**src/rtl/nes_pkg.sv**
```systemverilog
// Shared types and constants for the NES pad link blocks.
package nes_pkg;

  typedef enum logic [1:0] {
    IDLE,
    LOAD,
    SHIFT,
    DONE
  } txState_t;

  localparam int BTN_A      = 0;
  localparam int BTN_B      = 1;
  localparam int BTN_SELECT = 2;
  localparam int BTN_START  = 3;
  localparam int BTN_UP     = 4;
  localparam int BTN_DOWN   = 5;
  localparam int BTN_LEFT   = 6;
  localparam int BTN_RIGHT  = 7;

  localparam logic [3:0] BIT_NONE   = 4'b1111;
  localparam int         FRAME_BITS = 8;

endpackage

```
**src/rtl/nes_edge_sync.sv**
```systemverilog
// Brings an asynchronous pin into the clk domain through a flop chain and
// reports the synchronized level plus one-cycle rise and fall strobes.
module nes_edge_sync #(
  parameter int SYNC_STAGES = 2
) (
  input  logic clk,
  input  logic reset_n,
  input  logic din,
  output logic level,
  output logic rise,
  output logic fall
);

  logic [SYNC_STAGES-1:0] chain;
  logic                   prevLevel;

  // Synchronizer chain followed by a one-cycle-delayed copy for edge detection.
  always_ff @(posedge clk or negedge reset_n) begin
    if (!reset_n) begin
      chain     <= '0;
      prevLevel <= 1'b0;
    end else begin
      chain     <= {chain[SYNC_STAGES-2:0], din};
      prevLevel <= chain[SYNC_STAGES-1];
    end
  end

  assign level = chain[SYNC_STAGES-1];
  assign rise  = level & ~prevLevel;
  assign fall  = ~level & prevLevel;

endmodule

```
**src/rtl/nes_controller_tx.sv**
```systemverilog
// Controller-side NES pad emulator: captures buttons while latch is high and
// shifts them out active-low, one bit per console pulse rise.
// Optional turbo on A/B is compiled in with NES_TX_TURBO_EN.
import nes_pkg::*;

module nes_controller_tx #(
  parameter int SYNC_STAGES   = 2,
  parameter int TURBO_LATCHES = 4
) (
  input  logic       clk,
  input  logic       reset_n,
  input  logic       latch,
  input  logic       pulse,
  input  logic [7:0] buttons,
  output logic       data,
  output logic [3:0] bitIndex,
  output logic       frameDone
);

  txState_t   state;
  logic [7:0] shreg;
  logic [3:0] count;
  logic [7:0] loadVal;

  logic latchLevel, latchRise, latchFall;
  logic pulseLevel, pulseRise, pulseFall;

  nes_edge_sync #(.SYNC_STAGES(SYNC_STAGES)) latchSync (
    .clk     (clk),
    .reset_n (reset_n),
    .din     (latch),
    .level   (latchLevel),
    .rise    (latchRise),
    .fall    (latchFall)
  );

  nes_edge_sync #(.SYNC_STAGES(SYNC_STAGES)) pulseSync (
    .clk     (clk),
    .reset_n (reset_n),
    .din     (pulse),
    .level   (pulseLevel),
    .rise    (pulseRise),
    .fall    (pulseFall)
  );

`ifdef NES_TX_TURBO_EN
  localparam logic [7:0] TURBO_MASK = 8'(1 << BTN_A) | 8'(1 << BTN_B);

  logic       turboPhase;
  logic [7:0] turboCnt;

  // Flip the turbo phase once every TURBO_LATCHES latch rises.
  always_ff @(posedge clk or negedge reset_n) begin
    if (!reset_n) begin
      turboPhase <= 1'b0;
      turboCnt   <= 8'd0;
    end else if (latchRise) begin
      if (turboCnt == 8'(TURBO_LATCHES)) begin
        turboCnt   <= 8'd1;
        turboPhase <= ~turboPhase;
      end else begin
        turboCnt <= turboCnt + 8'd1;
      end
    end
  end

  assign loadVal = turboPhase ? (~buttons | TURBO_MASK) : ~buttons;
`else
  assign loadVal = ~buttons;
`endif

  // Frame sequencer; synced latch high overrides every state and restarts the load.
  always_ff @(posedge clk or negedge reset_n) begin
    if (!reset_n) begin
      state     <= IDLE;
      shreg     <= 8'hFF;
      count     <= 4'd0;
      data      <= 1'b1;
      bitIndex  <= BIT_NONE;
      frameDone <= 1'b0;
    end else begin
      frameDone <= 1'b0;
      if (latchLevel) begin
        state    <= LOAD;
        shreg    <= loadVal;
        count    <= 4'd0;
        data     <= loadVal[0];
        bitIndex <= 4'd1;
      end else begin
        case (state)
          IDLE: begin
            data     <= 1'b1;
            bitIndex <= BIT_NONE;
          end
          LOAD: begin
            shreg    <= loadVal;
            data     <= loadVal[0];
            bitIndex <= 4'd1;
            if (latchFall) begin
              state <= SHIFT;
              count <= 4'd1;
            end
          end
          SHIFT: begin
            if (pulseRise) begin
              if (count == 4'(FRAME_BITS)) begin
                state     <= DONE;
                frameDone <= 1'b1;
                data      <= 1'b1;
                bitIndex  <= BIT_NONE;
              end else begin
                shreg    <= {1'b1, shreg[7:1]};
                data     <= shreg[1];
                count    <= count + 4'd1;
                bitIndex <= count + 4'd1;
              end
            end
          end
          default: begin
            data     <= 1'b1;
            bitIndex <= BIT_NONE;
          end
        endcase
      end
    end
  end

endmodule
```
**config.mk**
```make
export PLATFORM = sky130hd
export DESIGN_NAME = nes_controller_tx
export DESIGN_NICKNAME = d
export VERILOG_FILES = /design/src/rtl/nes_pkg.sv /design/src/rtl/nes_edge_sync.sv /design/src/rtl/nes_controller_tx.sv
export SDC_FILE = /design/constraint.sdc
export NUM_CORES = 1
export LEC_CHECK = 0
export CORE_UTILIZATION = 53
export CTS_BUF_LIST = sky130_fd_sc_hd__clkbuf_8 sky130_fd_sc_hd__clkbuf_16
export DETAILED_ROUTE_END_ITERATION = 10
export PLACE_DENSITY = 0.84
export SYNTH_ARGS = -nofsm -noshare
export SYNTH_HDL_FRONTEND = slang
export SYNTH_HIERARCHICAL = 1
export SYNTH_SLANG_ARGS = --single-unit
export TNS_END_PERCENT = 30
```
**constraint.sdc**
```tcl
create_clock -name clk -period 2.4 [get_ports clk]
set_input_delay 0.6 -clock clk [delete_from_list [all_inputs] [get_ports clk]]
set_output_delay 0.6 -clock clk [all_outputs]
set_load 0.005 [all_outputs]
```
* Yosys cells after proc, flatten, opt, wreduce, memory -nomap -nowiden *
Index checks and enable logic that the tools add are counted.

operators by class
  reductions and logical operators = 4
  bitwise logic cells = 5
  shifts and indexed selects = 0
  multipliers = 0
  equality and inequality tests = 7
  mux-type cells = 26
  add/sub/neg operators = 1
  divide/modulo/power cells = 0
  magnitude comparators = 0

operators with widths
  kind                                                 number
  two-way mux 4 bit                                    7
  two-way mux 8 bit                                    3
  case mux 4 bit (2 select lines)                      2
  case mux 8 bit (2 select lines)                      1
  != test 3 x 2 -> 1 bit, second input constant        4
  two-way mux 2 bit                                    4
  inverter 8 bit                                       1
  AND reduction 4 bit                                  2
  two-way mux 1 bit                                    7
  adder 4 x 1 -> 4 bit, second input constant          1
  equality test 4 bit, second input constant           1
  case mux 2 bit (2 select lines)                      1
  AND reduction 3 bit                                  1
  nonzero test 3 bit                                   1
  AND 1 bit                                            2
  equality test 2 x 1 -> 1 bit, second input constant  1
  equality test 2 bit, second input constant           1
  inverter 1 bit                                       2
  case mux 1 bit (2 select lines)                      1

word-level totals
  memory bits (writable) = 0
  latch bits = 0
  output and inout bits = 6
  register bits = 26
  ROM bits = 0
  input port bits = 12
  memories = 0

* Logic depth before layout (Yosys ltp) *
  depth after elaboration = 5
  depth in mapped cells = 8
  gate-level depth less buffers = 6

* Modules after synthesis *
Netlist, hierarchy kept.

modules (own cells, without submodules)
  module             cells an instance  area each (µm²)  sequential area each (µm²)  instances
  nes_controller_tx  108                1,082.3          490.5                       1
  nes_edge_sync      5                  90.1             75.1                        2

* Worst setup path after synthesis *
OpenSTA, ideal clock, no wires.

  path type = reg2reg
  start = register state[0]
  end = register count[3]
  data required time = 2,275 ps
  period minus slack after synthesis = 1,688 ps
  arrival time = 1,563 ps
  stages on the path, launching flop included = 7
  slack = 712 ps
  path buffers = 1
  cells stage by stage = dfrtp_1 inv_1 ha_1 buf_6 and2_1 a311oi_4 mux2_4

between the ends
  cells in the longest elaborated chain, start to end = 3
  elaborated cells between the ends (all ways) = 9
  those cells by class = 5 x eq/ne; 2 x mux; 2 x reduce/logical

ends and longest elaborated chain
  element                                                                           RTL line                  text
  from (decl)                                                                       nes_controller_tx.sv:20   txState_t state;
  from (signal assigned)                                                            nes_controller_tx.sv:75   state <= IDLE;
  from (signal assigned)                                                            nes_controller_tx.sv:84   state <= LOAD;
  from (signal assigned)                                                            nes_controller_tx.sv:100  state <= SHIFT;
  equality test 2 bit / equality test 2 x 1 -> 1 bit (equally long branches)        nes_controller_tx.sv:90   case (state)
  != test 3 x 2 -> 1 bit (no source line), or another cell as far along             n/a
  AND reduction 4 bit (no source line) / two-way mux 4 bit (equally long branches)  n/a
  to (signal assigned)                                                              nes_controller_tx.sv:114  count <= count + 4'd1;
  to (decl)                                                                         nes_controller_tx.sv:22   logic [3:0] count;

Parallel ways exist; a longest one is shown, timed or not.
A chain may end at the register's enable or synchronous reset.

* Final worst setup path *
  start = register data
  end = output port data

RTL lines
  element                 RTL line                  text
  from (decl)             nes_controller_tx.sv:15   output logic data,
  from (signal assigned)  nes_controller_tx.sv:87   data <= loadVal[0];
  from (signal assigned)  nes_controller_tx.sv:97   data <= loadVal[0];
  from (signal assigned)  nes_controller_tx.sv:113  data <= shreg[1];

No word-level cell between the ends.

==> impl_metrics.csv <==
group,metric,value,unit
timing,tightest_slew,0.411,ns
clock_tree,cts_sinks,25,
grt,grt_use_total,0.222,
floorplan,core,2210,µm²
power,combPwrFrac,0.222,
critical_path,cp_max_fo,2,
timing,slew_headroom,0.725,
drt,postRouteWirelength,2.41,mm
floorplan,die_area,2550,µm²
critical_path,crit_buf_inv,1,
finish,nets,152,
finish,drive_gt1_frac,0.193,
yosys,synth_nets,132,
critical_path,critPathKind,"reg2out",
grt,grt_pass1_wl,4.17,mm
timing,min_period,1.91,ns
critical_path,required,1.80,ns
yosys,syn_area_per_cell,10.8,µm²
power,swShare,0.268,
finish,fillCellCount,189,
clock_tree,cts_resized,0,
power,power.total,0.987,mW
min_path,hp-class,"reg2reg",
timing,finalSetupTns,0,ns
drt,dr.pass1.iters,4,
drt,avgViaCountPerCell,5.69,
floorplan,die_h,50.5,µm
critical_path,slowest_delay,0.55,ns
critical_path,cp_top_family,"flip-flops",
timing,hold_viol_final,0,
power,p_int,0.723,mW
critical_path,cp-start-kind,"register",
critical_path,cp.arrival,1.31,ns
clock_tree,cts_root_buffer,"clkbuf_8",
clock_tree,cts.path.max_buffers,2,
run,maxCapViolCount,0,
clock_tree,insertion_delay,0.26,ns
grt,antenna_found_initial,0,
power,sequentialPowerShare,0.535,
power,power_switching,0.265,mW
grt,grt_pass1_vias,917,
yosys,ys_warn_count,6,
clock_tree,clk_pin_slew,0.08,ns
timing,fin_crit_sh,0.795,
finish,antenna_cells,0,
finish,syn2layout_area_growth,19.3,%
drt,ant_nets,0,
timing,finalSetupViolations,0,
clock_tree,cts_hold_buf,0,
floorplan,ios,18,
drt,route.vias.total,927,
critical_path,critPathCaptureType,"output pin",
power,ir_drop,0.547,mV
floorplan,die_w,50.5,µm
drt,wire_per_inst,14.8,µm
power,p_per_area,664,nW/µm²
clock_tree,htree_levels,1,
yosys,synth_area,1250,µm²
grt,grt_max_degree,26,
timing,fmax,524,MHz
grt,grt-ovfl-total,0,
floorplan,floorplan.initialDensity,0.564,
clock_tree,cts_setup_buffers,0,
yosys,syn_inst,116,
outcome,status,"completed",
timing,rsz0062_at_grt,"false",
place,place_congestion,0.837,
finish,finish.utilization,0.673,
critical_path,crit_path_cell_trace,"clkdlybuf4s50_1",
floorplan,rows,17,
critical_path,crit_slowest_cell,"dfstp_2",
timing,slew_viol_final,0,
timing,finClkSkew,0.00371,ns
drt,post-route-drc-count,0,
timing,fin_hold_ws,0.356,ns
drt,drt_first_iter_violations,13,
power,p_leak,0.613,nW
clock_tree,tritoncts,"built",
place,io_buffers,17,
power,clock_power_share,0.243,
clock_tree,cts_buffers,3,
place,hpwl,1.72,mm
## layout make-up
class,instances,area (µm²),area share
timing repair buffer,21,200,0.135
tap,28,35.0,0.0235
inverter,5,18.8,0.0126
clock buffer,3,41.3,0.0278
clock inverter,1,5.00,0.00336
multi-input combinational,80,547,0.368
sequential,25,641,0.431
## state kept, by name, summed over array words and instances, names as in the netlist
register / flops
state: 2
data: 1
frameDone: 1
pulseSync/prevLevel: 1
shreg: 7
bitIndex: 4
latchSync/chain: 2
latchSync/prevLevel: 1
count: 4
pulseSync/chain: 2
## final timing paths
kind                                         start  slack, ns  cells past startpoint                 end
worst max-delay path                          data       0.49                      1                data
max in group asynchronous                  reset_n       1.42                      2         bitIndex[2]
worst min-delay path            pulseSync/chain[0]       0.36                      0  pulseSync/chain[1]
min in group asynchronous                  reset_n       0.69                      2            count[1]
worst max register to register            state[0]       0.51                      6            shreg[3]
worst min register to register  pulseSync/chain[0]       0.36                      0  pulseSync/chain[1]
## per-stage QoR
| step | setup WS, ns | instances | cell area [µm²] |
|---|---|---|---|
| 5_1_grt | 0.310 | 163 | 1490 |
| 2_1_floorplan | 0.712 | 116 | 1250 |
| 4_1_cts | 0.477 | 163 | 1490 |
| 3_5_place_dp | 0.527 | 159 | 1440 |
| 3_3_place_gp | 0.605 | 159 | 1440 |
| 6_report | 0.493 | 163 | 1490 |
## cells in the final DEF, fill, tap and decap left out, types with 2 or more instances in the layout
cell type        instances
nand3b_1                 2
o2bb2ai_1                6
ha_1                     4
clkbuf_8                 3
nand2_1                  4
dfstp_2                 12
dfrtp_1                 13
inv_1                    5
nand2b_1                 2
buf_4                    4
and3b_1                  2
o21ai_0                  5
a21oi_1                 12
nor2_1                  17
nor2b_1                  4
clkdlybuf4s50_1         17
o32a_1                   3
## power by group through the flow
stage,Clock (mW),Combinational (mW),Sequential (mW)
after floorplan,0,0.136,0.527
after global placement,0,0.211,0.532
after detailed placement,0,0.221,0.534
after CTS,0.251,0.222,0.528
after global routing,0.267,0.244,0.534
final,0.240,0.219,0.528
## layer usage
metal | part of all wire | GRT usage
met3 | 0.040 | 0.0364
met1 | 0.44 | 0.289
met2 | 0.50 | 0.364
met5 | 0 | 0
met4 | 0.018 | 0.0972
(Power assumes the default switching activity.)
